`src/rtl/hyper_rr_arbiter_if.sv`:
```
// Request/grant bundle between uDMA requesters, the round-robin arbiter and
// the HyperBus transaction engine.
interface hyper_rr_arbiter_if #(
    parameter int NUM_REQ = 4,
    parameter int LEN_W   = 8,
    parameter int PTR_W   = $clog2(NUM_REQ)
);
    logic [NUM_REQ-1:0]       req_i;
    logic [NUM_REQ*LEN_W-1:0] len_i;
    logic [NUM_REQ-1:0]       gnt_o;
    logic                     out_req_o;
    logic [PTR_W-1:0]         out_id_o;
    logic                     out_last_o;
    logic                     out_gnt_i;
    logic                     busy_o;
    logic [PTR_W-1:0]         rr_ptr_o;

    // master: requesters plus transaction engine; slave: the arbiter
    modport master (
        output req_i, len_i, out_gnt_i,
        input  gnt_o, out_req_o, out_id_o, out_last_o, busy_o, rr_ptr_o
    );
    modport slave (
        input  req_i, len_i, out_gnt_i,
        output gnt_o, out_req_o, out_id_o, out_last_o, busy_o, rr_ptr_o
    );
endinterface

```
`src/rtl/hyper_rr_arbiter.sv`:
```
// Round-robin arbiter for HyperBus uDMA requesters; locks the winner for the
// whole burst and rotates priority only once a burst has fully completed.
module hyper_rr_gnt_cell #(
    parameter int PTR_W = 2,
    parameter int IDX   = 0
) (
    input  logic             hs,
    input  logic [PTR_W-1:0] id,
    output logic             gnt
);
    assign gnt = hs && (id == PTR_W'(IDX));
endmodule

module hyper_rr_arbiter #(
    parameter int NUM_REQ = 4,
    parameter int LEN_W   = 8,
    parameter int PTR_W   = $clog2(NUM_REQ)
) (
    input logic               clk,
    input logic               rst_n,
    hyper_rr_arbiter_if.slave bus
);
    typedef enum logic {IDLE, LOCKED} state_t;

    state_t                          state;
    logic [PTR_W-1:0]                rr_ptr;
    logic [PTR_W-1:0]                owner;
    logic [LEN_W-1:0]                beats_left;
    logic [PTR_W-1:0]                sel;
    logic [LEN_W-1:0]                sel_len;
    logic [NUM_REQ-1:0][LEN_W-1:0]   len_arr;
    logic [NUM_REQ-1:0]              gnt;
    logic                            out_req;
    logic [PTR_W-1:0]                out_id;
    logic                            out_last;
    logic                            hs;

    // Explicit wrap so non-power-of-two counts never reach an unused index.
    function automatic logic [PTR_W-1:0] next_idx(input logic [PTR_W-1:0] k);
        return (int'(k) == NUM_REQ-1) ? '0 : k + 1'b1;
    endfunction

    assign len_arr = bus.len_i;

    always_comb begin
        logic             found;
        int               idx;
        logic [PTR_W-1:0] cand;
        sel   = '0;
        found = 1'b0;
        idx   = 0;
        cand  = '0;
        for (int i = 0; i < NUM_REQ; i++) begin
            idx = int'(rr_ptr) + i;
            if (idx >= NUM_REQ) idx = idx - NUM_REQ;
            cand = PTR_W'(idx);
            if (!found && bus.req_i[cand]) begin
                found = 1'b1;
                sel   = cand;
            end
        end
    end

    assign sel_len = len_arr[sel];

    always_comb begin
        out_req  = 1'b0;
        out_id   = '0;
        out_last = 1'b0;
        if (state == LOCKED) begin
            out_req  = bus.req_i[owner];
            out_id   = owner;
            out_last = (beats_left == LEN_W'(1));
        end else begin
            out_req  = |bus.req_i;
            out_id   = sel;
            out_last = (sel_len == '0);
        end
    end

    assign hs = out_req & bus.out_gnt_i;

    for (genvar k = 0; k < NUM_REQ; k++) begin : g_lane
        hyper_rr_gnt_cell #(.PTR_W(PTR_W), .IDX(k)) u_cell (
            .hs  (hs),
            .id  (out_id),
            .gnt (gnt[k])
        );
    end

    always_ff @(posedge clk or negedge rst_n) begin
        if (!rst_n) begin
            state      <= IDLE;
            rr_ptr     <= '0;
            owner      <= '0;
            beats_left <= '0;
        end else begin
            case (state)
                IDLE: if (hs) begin
                    if (sel_len == '0) begin
                        rr_ptr <= next_idx(sel);
                    end else begin
                        owner      <= sel;
                        beats_left <= sel_len;
                        state      <= LOCKED;
                    end
                end
                LOCKED: if (hs) begin
                    beats_left <= beats_left - 1'b1;
                    if (beats_left == LEN_W'(1)) begin
                        state  <= IDLE;
                        rr_ptr <= next_idx(owner);
                    end
                end
                default: state <= IDLE;
            endcase
        end
    end

    assign bus.gnt_o      = gnt;
    assign bus.out_req_o  = out_req;
    assign bus.out_id_o   = out_id;
    assign bus.out_last_o = out_last;
    assign bus.busy_o     = (state == LOCKED);
    assign bus.rr_ptr_o   = rr_ptr;
endmodule
```
`src/flat_wrapper.sv`:
```
// flat-port wrapper written by rule: the top's interface ports become plain ports
module hyper_rr_arbiter_flat 
#(
    parameter int NUM_REQ = 4,
    parameter int LEN_W   = 8,
    parameter int PTR_W   = $clog2(NUM_REQ)
)
  (clk, rst_n, bus_req_i, bus_len_i, bus_out_gnt_i, bus_gnt_o, bus_out_req_o, bus_out_id_o, bus_out_last_o, bus_busy_o, bus_rr_ptr_o);
  hyper_rr_arbiter_if #(.NUM_REQ(NUM_REQ), .LEN_W(LEN_W), .PTR_W(PTR_W)) bus_i ();
  input logic clk;
  input logic rst_n;
  input wire logic [$bits(bus_i.req_i)-1:0] bus_req_i;
  input wire logic [$bits(bus_i.len_i)-1:0] bus_len_i;
  input wire logic [$bits(bus_i.out_gnt_i)-1:0] bus_out_gnt_i;
  output wire logic [$bits(bus_i.gnt_o)-1:0] bus_gnt_o;
  output wire logic [$bits(bus_i.out_req_o)-1:0] bus_out_req_o;
  output wire logic [$bits(bus_i.out_id_o)-1:0] bus_out_id_o;
  output wire logic [$bits(bus_i.out_last_o)-1:0] bus_out_last_o;
  output wire logic [$bits(bus_i.busy_o)-1:0] bus_busy_o;
  output wire logic [$bits(bus_i.rr_ptr_o)-1:0] bus_rr_ptr_o;
  assign bus_i.req_i = bus_req_i;
  assign bus_i.len_i = bus_len_i;
  assign bus_i.out_gnt_i = bus_out_gnt_i;
  assign bus_gnt_o = bus_i.gnt_o;
  assign bus_out_req_o = bus_i.out_req_o;
  assign bus_out_id_o = bus_i.out_id_o;
  assign bus_out_last_o = bus_i.out_last_o;
  assign bus_busy_o = bus_i.busy_o;
  assign bus_rr_ptr_o = bus_i.rr_ptr_o;
  hyper_rr_arbiter #(.NUM_REQ(NUM_REQ), .LEN_W(LEN_W), .PTR_W(PTR_W)) u_core (.clk(clk), .rst_n(rst_n), .bus(bus_i));
endmodule
```
`config.mk`:
```
export PLATFORM = sky130hd
export DESIGN_NAME = hyper_rr_arbiter_flat
export DESIGN_NICKNAME = d
export VERILOG_FILES = /design/src/rtl/hyper_rr_arbiter_if.sv /design/src/rtl/hyper_rr_arbiter.sv /design/src/flat_wrapper.sv
export SDC_FILE = /design/constraint.sdc
export NUM_CORES = 1
export LEC_CHECK = 0
export BUFFER_PORTS_ARGS = -buffer_cell sky130_fd_sc_hd__buf_2
export CAP_MARGIN = 40
export CORE_MARGIN = 4
export CORE_UTILIZATION = 45
export DETAILED_ROUTE_END_ITERATION = 10
export PLACE_DENSITY = 0.76
export SYNTH_ARGS = -nofsm -noshare
export SYNTH_HDL_FRONTEND = slang
export SYNTH_SLANG_ARGS = --single-unit
export TNS_END_PERCENT = 10
```
`constraint.sdc`:
```
create_clock -name clk -period 2.65 [get_ports clk]
set_input_delay 0 -clock clk [delete_from_list [all_inputs] [get_ports clk]]
set_output_delay 0 -clock clk [all_outputs]
set_load 0.02 [all_outputs]
```
# Word level (Yosys, flattened, before mapping)

Index checks and enable logic that the tools add are counted.

$add $sub $neg: 10
Order comparisons: 10
Equal/unequal tests: 11
Multiplexer cells: 42
Bitwise logic cells: 3
Reductions and logical operators: 16

Operator list:

| operator                                             | number |
|---|---|
| 2-to-1 mux 8 bit                                     | 4 |
| 2-to-1 mux 2 bit                                     | 15 |
| < comparator 2 x 3 -> 1 bit (second input constant)  | 6 |
| binary-select mux 8 bit (select 2 bit)               | 1 |
| one-hot mux 8 bit (2 select lines)                   | 1 |
| 2-to-1 mux 1 bit                                     | 14 |
| binary-select mux 1 bit (select 2 bit)               | 5 |
| >= comparator 3 bit (second input constant)          | 3 |
| equality test 8 x 1 -> 1 bit (second input constant) | 1 |
| zero test 8 bit                                      | 1 |
| != test 2 bit (second input constant)                | 4 |
| subtractor 2 x 1 -> 2 bit (second input constant)    | 4 |
| subtractor 8 x 1 -> 8 bit (second input constant)    | 1 |
| logical AND 1 bit                                    | 7 |
| adder 2 x 2 -> 3 bit (second input constant)         | 2 |
| equality test 2 x 1 -> 1 bit (second input constant) | 3 |
| AND reduction 3 bit                                  | 2 |
| adder 2 x 1 -> 2 bit (second input constant)         | 2 |
| equality test 2 bit (second input constant)          | 2 |
| one-hot mux 2 bit (2 select lines)                   | 1 |
| AND reduction 4 bit                                  | 1 |
| OR reduction 4 bit                                   | 1 |
| adder 2 x 1 -> 3 bit (second input constant)         | 1 |
| >= comparator 2 x 3 -> 1 bit (second input constant) | 1 |
| 6 further kinds                                      | 9 |

Flip-flop bits (word level): 13
Input port bits: 39
Output and inout port bits: 11
Logic and storage cells: 96

# Longest topological paths before layout

Gate-level depths: netlist (run 1).

Word-level depth: 20
Depth in mapped cells: 12
Gate-level depth less buffers: 9

# Modules after synthesis

Synthesis (run 1) repeated with hierarchy kept, for this count alone.

Cells, all modules: 170
Area total of the unflattened synthesis: 1346.3 um^2

By module, submodules not included:

| module                                           | times used | cells an instance | area an instance (um^2) | sequential area each (um^2) |
|---|---|---|---|---|
| hyper_rr_arbiter                                 | 1          | 166               | 1310.0                  | 325.3 |
| hyper_rr_gnt_cell at u_core.g_lane[1].u_cell ... | 2          | 1                 | 8.8                     | 0.0 |
| hyper_rr_gnt_cell at u_core.g_lane[0].u_cell     | 1          | 1                 | 12.5                    | 0.0 |
| hyper_rr_gnt_cell at u_core.g_lane[3].u_cell     | 1          | 1                 | 6.3                     | 0.0 |

# Worst setup path before layout (run 1)

Ideal clock, no wire load.

Kind: register -> register
Start: reg u_core.rr_ptr[0] (netlist: u_core.bus.rr_ptr_o[0])
End: reg u_core.rr_ptr[0] (netlist: u_core.bus.rr_ptr_o[0])
Setup time: 69 ps
Arrival time: 2691 ps
Data required time: 2581 ps
Setup slack: -110 ps
Cell stages (with the launch flop): 13
Buffers on the path: 3
Period minus slack after synthesis: 2760 ps
Cell sequence: dfrtp_1 -> nand2b_1 -> a21oi_1 -> a211o_1 -> buf_6 -> inv_4 -> buf_6 -> a211oi_1 -> o22ai_1 -> or4_1 -> buf_2 -> or4_1 -> nand3_1

Word-level cells in the longest chain between the ends: 19
Elaborated cells between the ends (all ways): 47
Those cells by class: add/sub: 8; order compare: 4; eq/ne: 2; mux: 25; reduce/logical: 8

RTL lines:

| element                                                                             | RTL line                                       | text |
|---|---|---|
| start: declaration                                                                  | hyper_rr_arbiter.sv:26                         | `logic [PTR_W-1:0] rr_ptr;` |
| start signal: assignment                                                            | hyper_rr_arbiter.sv:101                        | `rr_ptr <= next_idx(sel);` |
| start signal: assignment                                                            | hyper_rr_arbiter.sv:112                        | `rr_ptr <= next_idx(owner);` |
| branches (longest 13 deep; another with adder 2 x 1 -> 3 bit)                       | --                                             |  |
| 2-to-1 mux 2 bit *                                                                  | hyper_rr_arbiter.sv:57                         | `if (!found && bus.req_i[cand]) begin` |
| via u_core.sel[0]                                                                   | hyper_rr_arbiter.sv:29                         | `logic [PTR_W-1:0] sel;` |
| binary-select mux 8 bit (select 2 bit), or another cell as far along                | hyper_rr_arbiter.sv:64                         | `assign sel_len = len_arr[sel];` |
| 2-to-1 mux 8 bit (implied by the code) or 2-to-1 mux 2 bit (tied branches)          | hyper_rr_arbiter.sv:64, hyper_rr_arbiter.sv:40 |  |
| zero test 8 bit or 2-to-1 mux 2 bit (tied branches)                                 | hyper_rr_arbiter.sv:100                        | `if (sel_len == '0) begin` |
| != test 2 x 1 -> 1 bit (no line) or 2-to-1 mux 2 bit (tied branches)                | --                                             |  |
| AND reduction 4 bit (no line) or one-hot mux 2 bit (2 select lines) (tied branches) | --                                             |  |

Mark *: on every way through the listed nets, which the timed path passes. The select of a mux whose other input is x is not followed.
A chain may end at the register's enable or synchronous reset.

# Worst setup path after layout (run 1)

Start: reg u_core.rr_ptr[0] (netlist: u_core.bus.rr_ptr_o[0])
End: out bus_out_last_o

Word-level cells in the longest chain between the ends: 18
Elaborated cells between the ends (all ways): 40
Those cells by class: add/sub: 7; order compare: 4; mux: 22; reduce/logical: 7

RTL lines:

| element                                                       | RTL line               | text |
|---|---|---|
| branches (longest 13 deep; another with adder 2 x 1 -> 3 bit) | --                     |  |
| 2-to-1 mux 2 bit *                                            | hyper_rr_arbiter.sv:57 |  |
| binary-select mux 8 bit (select 2 bit) *                      | hyper_rr_arbiter.sv:64 |  |
| 2-to-1 mux 8 bit (implied by the code) *                      | hyper_rr_arbiter.sv:64 |  |
| zero test 8 bit *                                             | hyper_rr_arbiter.sv:77 | `out_last = (sel_len == '0);` |
| 2-to-1 mux 1 bit *                                            | hyper_rr_arbiter.sv:70 | `if (state == LOCKED) begin` |
| end: declaration                                              | flat_wrapper.sv:18     | `output wire logic [$bits(bus_i.out_last_o)-1:0] bus_out_last_o;` |

Every way passes the cells marked *. The select of a mux whose other input is x is not followed.

==> results of run 1 <==
[flip-flops by register name, summed over array words and instances, names as in the netlist]
signal	cells
u_core.beats_left	8
u_core.bus.busy_o	1
u_core.bus.rr_ptr_o	2
u_core.owner	2
[cell families (layout without fill, tap and decap cells)]
group | Yosys count | in the layout | synth area share
flops | 13 | 13 | 0.2313
buf+inv | 30 | 97 | 0.1174
simple gates | 57 | 57 | 0.1922
fa+ha+maj | 4 | 4 | 0.03559
mux | 3 | 3 | 0.03203
compound gates | 74 | 75 | 0.3915
[layer usage]
metal  wire (um)  vias to the layer above  global-route usage
met5           0                        -                   0
met4          46                        0             0.06739
met3         233                        5             0.02109
met2        2177                       62              0.3652
met1        1934                      736              0.2831
li1            -                      804                   -
[through the flow]
stage / TNS (ns) / util
after floorplan: -0.04173 / -
after global placement: -0.4835 / 0.5880
after detailed placement: -0.9662 / 0.5880
after CTS: -0.02442 / 0.6612
after global routing: -0.3006 / 0.6727
final: -0.05690 / 0.6727
[repair_timing]
action,in CTS,in global routing
hold buffers,1,0
endpoints found under the setup margin,14,12
gates resized for setup,24,14
endpoints found under the hold margin,13,0
gates cloned,1,0
buffers inserted,9,1
pin swaps,14,13
[report_power, final]
| part | leakage (nW) | internal [mW] | switching, mW | total (mW) |
|---|---|---|---|---|
| logic | 0.744 | 0.464 | 0.546 | 1.01 |
| registers | 0.162 | 0.254 | 0.0690 | 0.323 |
| clock network | 0.0177 | 0.0562 | 0.0770 | 0.133 |
| total | 0.923 | 0.774 | 0.692 | 1.47 |
[worst max-delay path, cell delays in order (launching register included)]
cell and delay, ns:
dfrtp_2 0.40, nand2b_4 0.13, a21oi_1 0.07, a211o_4 0.33, buf_6 0.16, a211oi_2 0.22, o22ai_1 0.10, or4_4 0.56
buf_6 0.14, a21boi_2 0.14, buf_4 0.16
[layout make-up]
| type | instances | area, um^2 |
|---|---|---|
| clock buffer | 3 | 22.52 |
| clock inverter | 1 | 5.005 |
| fill | 240 | 991.0 |
| inverter | 16 | 67.56 |
| multi-input combinational | 139 | 1067 |
| sequential | 13 | 327.8 |
| tap | 44 | 55.05 |
| timing repair buffer | 77 | 491.7 |
[how the worst max path moves through the flow]
stage	cells after the start	slack (ns)	end
floorplan	12	-0.04	u_core.bus.rr_ptr_o[0]$_DFFE_PN0P_
global placement	8	-0.08	u_core.bus.rr_ptr_o[0]$_DFFE_PN0P_
detailed placement	8	-0.12	u_core.bus.rr_ptr_o[1]$_DFFE_PN0P_
CTS	9	-0.02	bus_out_last_o
global route	10	-0.14	bus_out_last_o
finish	10	-0.06	bus_out_last_o
[cells in the mapped netlist (3+ instances only)]
master,count
o22ai_1,7
nand2_1,14
a211oi_2,6
nand3_1,7
buf_6,4
o2bb2ai_1,3
inv_1,13
ha_1,4
clkbuf_1,4
a21boi_0,14
nor3_1,8
a211oi_1,10
nor2_1,14
buf_4,4
nor4_1,3
nand2b_1,3
o21ai_0,11
a21oi_1,8
dfrtp_1,13
a21boi_1,4
[layout by cell type (no fill, tap or decap), drive strengths merged, types with 8 or more instances in the layout]
cell	count
nor2	14
buf	76
nand2	15
o21ai	11
a211oi	16
a21oi	8
nor3	8
inv	16
dfrtp	13
a21boi	18
==> results.sh, run 1 <==
export IMPL_die_w_um=63.91
export IMPL_synth_nets=224
export IMPL_start_util=0.4645
export IMPL_die_area_mm2=0.004084
export IMPL_pin_count=50
export IMPL_status="finished, violations left"
export IMPL_cts_tree="built"
export IMPL_yosysTopAreaCell="dfrtp_1"
export IMPL_cap_violations=0
export IMPL_grt_usage=0.2145
export IMPL_cts_max_level=1
export IMPL_crit_type="reg2out"
export IMPL_fp_dieH_um=63.91
export IMPL_setup_ws_ns=-0.05690
export IMPL_path_max_fanout=6
export IMPL_ir_drop_uv=323.2
export IMPL_synth_seq_area_share=0.2313
export IMPL_place_ws_ns=-0.1198
export IMPL_rr_startpoint="u_core.bus.rr_ptr_o[0]$_DFFE_PN0P_"
export IMPL_synth_area_per_cell_um2=7.770
export IMPL_synth_edff_count=0
export IMPL_wl_per_cell_um=14.99
export IMPL_reg2regPathDepth=9
export IMPL_vias=1607
export IMPL_slew_headroom=0.6541
export IMPL_yosysTopAreaCellShare=0.2313
export IMPL_clock_skew_ns=0.006306
export IMPL_grt_max_degree=18
export IMPL_fin_nets=293
export IMPL_diodes=0
export IMPL_grt_pass1_wl_um=7210
export IMPL_antenna_found_initial=0
export IMPL_p_leak_nw=0.9231
export IMPL_grt_pass1_vias=1639
export IMPL_tightest_slew_ns=0.5150
export IMPL_wirelength_um=4392
export IMPL_clock_latency_ns=0.29
export IMPL_final_max_slew_viol_count=0
export IMPL_ys_warn_count=0
export IMPL_timing_rr_end="u_core.bus.rr_ptr_o[0]$_DFFE_PN0P_"
export IMPL_hold_viol_final=0
export IMPL_rows=20
export IMPL_synthDistinctLibCells=40
export IMPL_synth_area_leaders="dfrtp_1 (23%), a21boi_0 (7.5%), a211oi_1 (5.3%)"
export IMPL_dr_pass1_iters=4
export IMPL_holdWs_ns=0.1278
export IMPL_setup_viol=1
export IMPL_drt_iter0_drc=72
export IMPL_cts_sinks=13
export IMPL_power_density_mw_per_mm2=719.9
export IMPL_final_cell_count_no_fill=293
export IMPL_drc=0
export IMPL_drive_gt1_frac=0.4578
export IMPL_rsz0062_at_grt="true"
export IMPL_dp_cells=278
export IMPL_io_buffers=49
export IMPL_crit_arrival_ns=2.71
export IMPL_ff2ff_setup_slack_ns=0.05
export IMPL_numCtsBuffers=3
export IMPL_startpoint_type="register"
export IMPL_core_area_mm2=0.003028
export IMPL_path_clk_slew_ns=0.09
export IMPL_dp_hpwl_um=3065
export IMPL_placed_area_mm2=0.001780
export IMPL_fin_crit_ns=2.707
export IMPL_ys_flop_type="dfrtp_1"
export IMPL_violations="negative setup slack"
export IMPL_fin_area_mm2=0.002037
export IMPL_total_power_mw=1.466
export IMPL_gp_congestion=0.8584
export IMPL_hp_class="in2async"
export IMPL_final_antenna_net_count=0
export IMPL_fmaxAchievable_ghz=0.3694
export IMPL_period_share=1.021
export IMPL_crit_start="u_core.bus.rr_ptr_o[0]$_DFFE_PN0P_"
export IMPL_crit_path_end_kind="primary output"
export IMPL_syn_to_final_growth_pct=44.84
export IMPL_syn_inst=181
export IMPL_viasPerCell=5.485
export IMPL_synth_area_mm2=0.001406
export IMPL_overflow=0
export IMPL_ys_ff_latch=13
export IMPL_cp_required_ns=2.65
export IMPL_async_flop_share=1.000
export IMPL_clk_path_buf_depth=2
export IMPL_root_buffer="clkbuf_4"
(Power assumes the default switching activity.)
==> inputs of run 2 (changes only) <==
- ABC_AREA: unset -> 1
- CORE_UTILIZATION: 45 -> 56
- PLACE_DENSITY: 0.76 -> 0.86
- clock period: 2.65 -> 3.3 ns (I/O delays scaled with it)
==> run 2 against run 1 <==
Effect of this change: synthesized area is 17% higher; clock-buffer cell count is 1 higher; register-to-register slack gained 0.44 ns; flip-flop and latch count unchanged; utilization increased by 0.29 points; clock skew down 0.00052 ns; the flow now finishes without violations; sequential share of layout area increased by 1.2 points.
==> results.sh, run 2 <==
export IMPL_fin_nets=360
export IMPL_start_util=0.5897
export IMPL_power_frac_clock=0.056
export IMPL_clk_path_buf_depth=2
export IMPL_syn_inst=273
export IMPL_syn_to_final_growth_pct=14.57
export IMPL_crit_type="reg2out"
export IMPL_yosysTopAreaCell="nand2_1"
export IMPL_synth_nets=316
export IMPL_overflow=0
export IMPL_wl_per_cell_um=11.70
export IMPL_cpMostUsedCell="nand2_1"
export IMPL_p_leak_nw=1.078
export IMPL_hp_class="in2async"
export IMPL_synth_area_mm2=0.001640
export IMPL_power_switching_share=0.5978
export IMPL_async_flop_share=1.000
export IMPL_crit_buf_inv=2
export IMPL_fp_dieH_um=62.12
export IMPL_clock_skew_ns=0.005786
export IMPL_startpoint_type="register"
export IMPL_fin_crit_ns=2.976
export IMPL_antenna_found_initial=0
export IMPL_fmaxAchievable_ghz=0.3361
export IMPL_grt_pass1_wl_um=7203
export IMPL_vias=1865
export IMPL_drc=0
export IMPL_fillers=260
export IMPL_synth_seq_area_share=0.1983
export IMPL_setup_viol=0
export IMPL_cp_slowest_stage_delay_ns=0.57
export IMPL_p_switching_mw=1.098
export IMPL_final_cell_count_no_fill=347
export IMPL_period_share=0.9017
export IMPL_grt_usage=0.2181
export IMPL_place_ws_ns=0.5173
export IMPL_final_max_slew_viol_count=0
export IMPL_cp_required_ns=3.30
export IMPL_cts_tree="built"
export IMPL_ys_ff_latch=13
export IMPL_post_cts_buffers=0
export IMPL_regArea_um2=325.3
export IMPL_drive_gt1_frac=0.2595
export IMPL_rsz0062_at_grt="false"
export IMPL_dp_cells=342
export IMPL_gp_congestion=0.8811
export IMPL_tightest_slew_ns=0.3740
export IMPL_final_antenna_net_count=0
export IMPL_dr_pass1_iters=5
export IMPL_utilization=0.6757
export IMPL_p_comb_frac=0.777
export IMPL_crit_arrival_ns=2.98
export IMPL_multi_input_area_mm2=0.001134
export IMPL_root_buffer="clkbuf_4"
export IMPL_final_cell_mix="nand2_1 (108), buf_2 (49), nand3_1 (46)"
export IMPL_final_common_cell="nand2_1"
export IMPL_cap_violations=0
export IMPL_rows=19
export IMPL_tns_ns=0
export IMPL_ys_flop_type="dfrtp_1"
export IMPL_io_buffers=49
export IMPL_synth_area_per_cell_um2=6.009
export IMPL_ir_drop_uv=742.1
export IMPL_yosysTopAreaCellShare=0.2471
export IMPL_yosysMostFrequentCell="nand2_1"
export IMPL_largest_reg_flops=8
export IMPL_crit_path_end_kind="primary output"
export IMPL_die_area_mm2=0.003859
export IMPL_grt_max_degree=22
export IMPL_pin_count=50
export IMPL_synth_edff_count=0
export IMPL_die_w_um=62.12
export IMPL_clock_latency_ns=0.28
export IMPL_crit_chain="inv_2, nand2_2, nand2_4, o21ai_1, nand4_4, nand2_4, nand2_1, nand2_1, nand2_1, nand2_1, nand2_1, nor2_2, nand3_2, o21ai_0, buf_2"
export IMPL_synth_common_cells="nand2_1 (108), nand3_1 (46), inv_1 (18)"
export IMPL_cts_resized=0
export IMPL_path_max_fanout=18
export IMPL_synth_area_leaders="nand2_1 (25%), dfrtp_1 (20%), nand3_1 (14%)"
export IMPL_setup_ws_ns=0.3244
export IMPL_diodes=0
export IMPL_grt_pass1_vias=1651
export IMPL_power_internal_mw=0.7387
export IMPL_cts_sinks=13
export IMPL_drt_iter0_drc=144
export IMPL_worst_path_max_delay_cell="dfrtp_1"
export IMPL_ys_warn_count=0
export IMPL_slew_headroom=0.7507
export IMPL_viasPerCell=5.375
export IMPL_regMostFlops="u_core.beats_left"
export IMPL_core_area_mm2=0.002781
export IMPL_hold_viol_final=0
export IMPL_seq_power_share=0.167
export IMPL_synthDistinctLibCells=32
export IMPL_crit_family="simple AND/OR/NAND/NOR gates"
export IMPL_cts_max_level=1
export IMPL_wirelength_um=4060
export IMPL_path_clk_slew_ns=0.09
export IMPL_total_power_mw=1.836
export IMPL_power_density_mw_per_mm2=977.2
export IMPL_ff2ff_setup_slack_ns=0.49
export IMPL_numCtsBuffers=3
export IMPL_status="finished clean"
export IMPL_dp_hpwl_um=3224
-- run 2: cell count changes after synthesis, moves of 6 or more --
cell,delta
nand3_1,+39
a21oi_1,-6
a211oi_1,-10
nand2_2,+6
a21boi_0,-14
nor3_1,-8
a211oi_2,-6
o22ai_1,-6
nand2_1,+94
-- run 2: area by class of cell --
| type | count | area share |
|---|---|---|
| Timing Repair Buffer | 51 | 0.1398 |
| Clock buffer | 4 | 0.01398 |
| Sequential cell | 13 | 0.1731 |
| Multi-Input combinational cell | 224 | 0.6032 |
| Inverter | 24 | 0.04927 |
| Tap cell | 31 | 0.02064 |
-- run 2: cells by family after synthesis --
logic type,after synthesis,share of synthesized area
AOI/OAI and AO/OA,24,0.08696
xor gates and xnor gates,1,0.005340
adders and majority gates,4,0.03051
buffers and inverters,36,0.1106
DFF,13,0.1983
and+or+nand+nor,195,0.5683
-- run 2: worst paths after layout --
kind,start,endpoint,cells past startpoint
worst max-delay path,u_core.bus.rr_ptr_o[0]$_DFFE_PN0P_,bus_out_last_o,15
worst min-delay path,rst_n,u_core.owner[1]$_DFFE_PN0P_,2
worst max register to register,u_core.bus.rr_ptr_o[0]$_DFFE_PN0P_,u_core.beats_left[5]$_DFFE_PN0P_,17
worst min register to register,u_core.beats_left[0]$_DFFE_PN0P_,u_core.beats_left[0]$_DFFE_PN0P_,2
max in group asynchronous,rst_n,u_core.beats_left[6]$_DFFE_PN0P_,2
min in group clk,bus_out_gnt_i,u_core.bus.busy_o$_DFF_PN0_,4
-- run 2: what timing repair did --
item                                    4_1_cts  5_1_grt
hold buffers                                  1        0
endpoints found under the setup margin        0        0
endpoints found under the hold margin        13        0
-- run 2: layer usage --
layer,track usage,vias up,part of all wire
li1,-,972,-
met1,0.2980,840,0.47
met2,0.3497,51,0.46
met3,0.04505,2,0.065
met4,0.05149,0,0.0052
met5,0,-,0
-- run 2: stage by stage --
step	area (um^2)	hold slack [ns]
floorplan	1640	-0.2956
global placement	1843	-0.1002
detailed placement	1843	-0.09563
CTS	1879	0.1334
global route	1879	0.1868
finish	1879	0.1370
-- run 2: power groups by stage --
stage | Combinational [mW] | Clock (mW) | Sequential, mW
after floorplan | 1.20 | 0 | 0.285
after global placement | 1.40 | 0 | 0.305
after detailed placement | 1.42 | 0 | 0.307
after CTS | 1.43 | 0.104 | 0.304
after global routing | 1.64 | 0.115 | 0.318
final | 1.43 | 0.103 | 0.307
-- run 2: worst register-to-register path: stages, from the launching register on --
cell     delay, ns
dfrtp_1       0.57
inv_2         0.19
nand2_2       0.12
nand2_4       0.07
o21ai_1       0.30
nand4_4       0.29
nand2_4       0.27
nand2_1       0.08
nand2_1       0.06
nand2_1       0.04
nand2_1       0.08
nand2_1       0.06
nor2_2        0.13
nand3_2       0.12
nand2_4       0.14
inv_4         0.07
nand2_1       0.06
nand2_1       0.05
